<file path="config.mk">
export PLATFORM = sky130hd
export DESIGN_NAME = maj3_xnor2_selftest
export DESIGN_NICKNAME = d
export VERILOG_FILES = /design/src/rtl/maj3_xnor2_pkg.sv /design/src/rtl/maj3_xnor2_core.sv /design/src/rtl/maj3_xnor2_selftest.sv
export SDC_FILE = /design/constraint.sdc
export NUM_CORES = 1
export LEC_CHECK = 0
export BUFFER_PORTS_ARGS = -buffer_cell sky130_fd_sc_hd__buf_4
export CAP_MARGIN = 20
export CORE_UTILIZATION = 48
export DETAILED_ROUTE_END_ITERATION = 16
export HOLD_SLACK_MARGIN = 0.02
export PLACE_DENSITY = 0.85
export SYNTH_ARGS = -nofsm -noshare
export SYNTH_HDL_FRONTEND = slang
export SYNTH_SLANG_ARGS = --single-unit
</file>
<file path="constraint.sdc">
create_clock -name clk -period 2.07 [get_ports clk]
set_input_delay 0.207 -clock clk [delete_from_list [all_inputs] [get_ports clk]]
set_output_delay 0.207 -clock clk [all_outputs]
set_load 0.1 [all_outputs]
</file>
<file path="src/rtl/maj3_xnor2_pkg.sv">
// Shared types and reference/alternative logic-cell functions for the
// majority/XNOR self-test block.
package maj3_xnor2_pkg;

   typedef enum logic [1:0] {
      ST_IDLE  = 2'd0,
      ST_SWEEP = 2'd1,
      ST_DONE  = 2'd2
   } state_e;

   localparam int unsigned VEC_W = 3;

   function automatic logic maj_gold(input logic a, input logic b, input logic c);
      return (a & b) | (a & c) | (b & c);
   endfunction

   // Pass-gate style: when a and b disagree, c breaks the tie
   function automatic logic maj_alt(input logic a, input logic b, input logic c);
      return (a ^ b) ? c : a;
   endfunction

   function automatic logic xnor_gold(input logic a, input logic b);
      return (a & b) | (~a & ~b);
   endfunction

   function automatic logic xnor_alt(input logic a, input logic b);
      return ~(a ^ b);
   endfunction

endpackage

</file>
<file path="src/rtl/maj3_xnor2_core.sv">
// Combinational gold/alternative majority and XNOR evaluation with a
// cross-check flag; the fault hook only disturbs the alternative majority.
module maj3_xnor2_core
   import maj3_xnor2_pkg::*;
(
   input  logic [VEC_W-1:0] vec_i,
   input  logic             fault_inj_i,
   output logic             maj_c_o,
   output logic             maj_alt_c_o,
   output logic             xnor_c_o,
   output logic             xnor_alt_c_o,
   output logic             mismatch_c_o
);

   logic a, b, c;

   assign a = vec_i[0];
   assign b = vec_i[1];
   assign c = vec_i[2];

   assign maj_c_o      = maj_gold(a, b, c);
   assign maj_alt_c_o  = maj_alt(a, b, c) ^ fault_inj_i;
   assign xnor_c_o     = xnor_gold(a, b);
   assign xnor_alt_c_o = xnor_alt(a, b);
   assign mismatch_c_o = (maj_c_o != maj_alt_c_o) | (xnor_c_o != xnor_alt_c_o);

endmodule

</file>
<file path="src/rtl/maj3_xnor2_selftest.sv">
// Registered majority/XNOR cells with an exhaustive on-chip sweep engine
// that cross-checks the gold and alternative implementations.
module maj3_xnor2_selftest
   import maj3_xnor2_pkg::*;
#(
   parameter int unsigned SWEEP_LEN = 16
) (
   input  logic                         clk,
   input  logic                         rst_n,
   input  logic                         mode,
   input  logic                         start,
   input  logic                         a_i,
   input  logic                         b_i,
   input  logic                         c_i,
   input  logic                         fault_inj,
   output logic                         maj_o,
   output logic                         maj_alt_o,
   output logic                         xnor_o,
   output logic                         xnor_alt_o,
   output logic                         mismatch,
   output logic                         busy,
   output logic                         done,
   output logic                         pass,
   output logic [$clog2(SWEEP_LEN)-1:0] vec_idx
);

   localparam int unsigned IDX_W = $clog2(SWEEP_LEN);

   state_e            state_q, state_d;
   logic [IDX_W-1:0]  idx_q, idx_d;
   logic              err_q, err_d;
   logic              tail_q, tail_d;

   logic              maj_q, maj_alt_q, xnor_q, xnor_alt_q, mismatch_q;
   logic              maj_c, maj_alt_c, xnor_c, xnor_alt_c, mismatch_c;
   logic [VEC_W-1:0]  vec_c;
   logic              use_int_c;

   // An in-flight sweep keeps internal vectors even if mode drops
   assign use_int_c = mode | (state_q == ST_SWEEP);
   assign vec_c     = use_int_c ? idx_q[VEC_W-1:0] : {c_i, b_i, a_i};

   maj3_xnor2_core u_core (
      .vec_i        (vec_c),
      .fault_inj_i  (fault_inj),
      .maj_c_o      (maj_c),
      .maj_alt_c_o  (maj_alt_c),
      .xnor_c_o     (xnor_c),
      .xnor_alt_c_o (xnor_alt_c),
      .mismatch_c_o (mismatch_c)
   );

   // Result registers: one-cycle latency from operand select
   always_ff @(posedge clk or negedge rst_n) begin
      if (!rst_n) begin
         maj_q      <= 1'b0;
         maj_alt_q  <= 1'b0;
         xnor_q     <= 1'b0;
         xnor_alt_q <= 1'b0;
         mismatch_q <= 1'b0;
      end else begin
         maj_q      <= maj_c;
         maj_alt_q  <= maj_alt_c;
         xnor_q     <= xnor_c;
         xnor_alt_q <= xnor_alt_c;
         mismatch_q <= mismatch_c;
      end
   end

   always_ff @(posedge clk or negedge rst_n) begin
      if (!rst_n) begin
         state_q <= ST_IDLE;
         idx_q   <= '0;
         err_q   <= 1'b0;
         tail_q  <= 1'b0;
      end else begin
         state_q <= state_d;
         idx_q   <= idx_d;
         err_q   <= err_d;
         tail_q  <= tail_d;
      end
   end

   always_comb begin
      state_d = state_q;
      idx_d   = idx_q;
      err_d   = err_q;
      tail_d  = tail_q;
      unique case (state_q)
         ST_IDLE: begin
            if (start && mode) begin
               state_d = ST_SWEEP;
               idx_d   = '0;
               err_d   = 1'b0;
               tail_d  = 1'b0;
            end
         end
         ST_SWEEP: begin
            // Registered mismatch at idx 0 belongs to the pre-sweep vector
            if (tail_q || (idx_q != '0)) begin
               err_d = err_q | mismatch_q;
            end
            if (tail_q) begin
               state_d = ST_DONE;
               tail_d  = 1'b0;
            end else if (idx_q == IDX_W'(SWEEP_LEN - 1)) begin
               tail_d = 1'b1;
            end else begin
               idx_d = idx_q + IDX_W'(1);
            end
         end
         ST_DONE: begin
            if (!mode) begin
               state_d = ST_IDLE;
            end else if (start) begin
               state_d = ST_SWEEP;
               idx_d   = '0;
               err_d   = 1'b0;
               tail_d  = 1'b0;
            end
         end
         default: state_d = ST_IDLE;
      endcase
   end

   assign maj_o      = maj_q;
   assign maj_alt_o  = maj_alt_q;
   assign xnor_o     = xnor_q;
   assign xnor_alt_o = xnor_alt_q;
   assign mismatch   = mismatch_q;
   assign busy       = (state_q == ST_SWEEP);
   assign done       = (state_q == ST_DONE);
   assign pass       = (state_q == ST_DONE) & ~err_q;
   assign vec_idx    = idx_q;

endmodule

</file>
==> impl_metrics.toml <==
[outcome]
status = "finished clean"

[final_layout]
n_antenna_cell = 0
register_area_um2 = 302
nNetsFinal = 95
mostFrequentLayoutCells = "19 x buf_4, 11 x dfrtp_1, 5 x inv_1"
drive_gt1_share_pct = 35.7
mostFrequentLayoutCell = "buf_4"
multi_input_area_um2 = 322
syn2layout_area_growth_pct = 29.9
num-fill-cells = 97

[clock_tree]
clk_pin_slew_ps = 80
cts_root_buf = "clkbuf_4"
clockBufferDepth = 2
cts_tree = "built"
cts_resized = 0
numCtsBuffers = 3
cts.sinks = 12
cts_max_level = 1
clk_latency_ps = 270

[logic_synthesis]
syn_area_per_cell_um2 = 10.4
ys_ff_latch = 12
synth_area_um2 = 657
netlist_instances = 63
yosys_warnings = 0
netlist-cell-type-count = 34
ys_seq_area_share_pct = 45.7
syn_nets = 73

[timing]
hold_viol = 0
skew_ps = 0.656
finalSetupViolCount = 0
tightest_slew_ps = 346
fmax_mhz = 603
maxSlewHeadroom_pct = 76.9
min_period_ps = 1660
fin_tns_setup_ps = 0
rsz0062_at_grt = "false"
maxSlewViolCount = 0
finalCritPeriodShare_pct = 80.1

[detailed_routing]
drtPass1Iterations = 4
drc = 0
first_iter_violations = 18
drt-total-wl_mm = 1.43
dr_total_vias = 565
wl_per_cell_um = 14.6
postRouteAntennaNets = 0
vias_per_cell = 5.77

[global_route]
antenna_found_initial = 0
grt_pass1_wl_mm = 2.30
grt_use_total_pct = 23.0
grt_pass1_vias = 524
grt_overflow = 0
grt_max_degree = 13

[setup_path]
startpoint_type = "flip-flop"
reg2reg_to = "err_q"
reg2regPathDepth = 5
worst_ep_arrival_time_ps = 1450
cp_data_required_time_ps = 1860
critPathCapture = "busy"
crit_type = "flip-flop to primary output"
critPathLaunch = "state_q[1]"
reg2reg_setup_slack_ps = 440
r2r_start = "vec_idx[1]"
endpoint_kind = "primary output"
crit_fanout = 9

[floorplanning]
die_height_um = 39.0
core_um2 = 1190
dieArea_um2 = 1520
ios = 20
start_util_pct = 55.4
std_cell_rows = 12
die_w_um = 39.0

[worst_hold_path]
hold_class = "primary input to flip-flop"

[job]
maxCapViolations = 0

[place]
place.gp.congestion = 0.709
io_buffer_count = 19
dpl.hpwl_mm = 1.10
==> cell families (layout without fill, tap and decap cells) <==
kind of cell / after synthesis / count (layout) / synth area share (%)
buffers and inverters: 9 / 30 / 6.86
XOR/XNOR: 2 / 2 / 2.67
flip-flops: 12 / 12 / 45.7
adder cells (fa/ha/maj): 4 / 4 / 6.86
multiplexers: 4 / 4 / 6.29
AND/OR/NAND/NOR: 20 / 20 / 17.9
AO/OA/AOI/OAI: 12 / 12 / 13.7
==> cell type report <==
| cell class | count | share of cell area, % |
|---|---|---|
| Sequential cell | 12 | 35.3 |
| Clock buffer | 4 | 4.25 |
| Tap cell | 14 | 2.05 |
| Timing Repair Buffer | 20 | 17.9 |
| Multi-Input combinational cell | 42 | 37.7 |
| Inverter | 6 | 2.79 |
==> per-layer routing <==
layer / track usage (%) / part of all wire [%]
met1: 24.8 / 41
met2: 41.7 / 54
met3: 5.20 / 4.3
met4: 10.3 / 0.63
met5: 0 / 0
==> synth_stat cells <==
master / instances / area [um2]
a21o_1: 1 / 7.51
a211oi_1: 1 / 7.51
clkinv_1: 1 / 3.75
nand2b_1: 1 / 6.26
ha_1: 2 / 25.0
buf_4: 1 / 7.51
inv_1: 5 / 18.8
mux2i_1: 3 / 30.0
nor4_1: 2 / 12.5
nor3_1: 1 / 5.00
o21ai_0: 1 / 5.00
maj3_1: 2 / 20.0
nand3_1: 3 / 15.0
a31oi_1: 1 / 6.26
a22o_1: 1 / 8.76
xor2_1: 1 / 8.76
o221a_2: 1 / 11.3
buf_6: 1 / 11.3
nand3b_1: 2 / 15.0
nor2_1: 2 / 7.51
or4b_1: 1 / 10.0
a21oi_1: 2 / 10.0
a21boi_0: 1 / 7.51
or4b_2: 1 / 10.0
nand2_1: 4 / 15.0
clkbuf_1: 1 / 3.75
o31a_1: 1 / 8.76
xnor2_1: 1 / 8.76
nor2b_1: 2 / 12.5
o211a_1: 1 / 10.0
dfrtp_1: 12 / 300
o31ai_1: 1 / 7.51
mux2_2: 1 / 11.3
and4_1: 1 / 8.76
==> repair_timing <==
| action | in CTS | in global routing |
|---|---|---|
| endpoints found under the hold margin | 12 | 0 |
| setup buffers | 0 | 0 |
| hold buffers | 1 | 0 |
==> worst min path at each step <==
stage,from,endpoint,slack (ps),depth (start not counted)
global placement,rst_n,state_q[0],50,1
global route,fault_inj,mismatch,60,1
CTS,fault_inj,mismatch,60,1
finish,fault_inj,mismatch,70,1
detailed placement,rst_n,state_q[0],50,1
floorplan,rst_n,err_q,-90,0
==> flip-flops by register name (all words and copies together), names as in the netlist <==
name        cells
maj_alt_o       1
xnor_alt_o      1
maj_o           1
err_q           1
vec_idx         4
mismatch        1
state_q         2
tail_q          1
==> worst max-delay path: stages, from the launching register on <==
cell and delay, ps:
dfrtp_1 400, nand2b_1 280, clkinv_2 180, buf_4 310
==> per-stage QoR <==
| step | instance area (um2) | util (%) | hold WS (ps) | worst slack [ps] | cells |
|---|---|---|---|---|---|
| after floorplan | 669 | - | -88.6 | -56.0 | 63 |
| after global placement | 807 | 68.0 | 52.5 | 538 | 93 |
| after detailed placement | 807 | 68.0 | 54.4 | 442 | 93 |
| after CTS | 853 | 71.9 | 63.8 | 404 | 98 |
| after global routing | 853 | 71.9 | 57.4 | 307 | 98 |
| final | 853 | 71.9 | 71.1 | 412 | 98 |
Power is left out: the tool's default activity adds up to more than one toggle a clock period on the data nets, which glitch-free logic cannot reach.
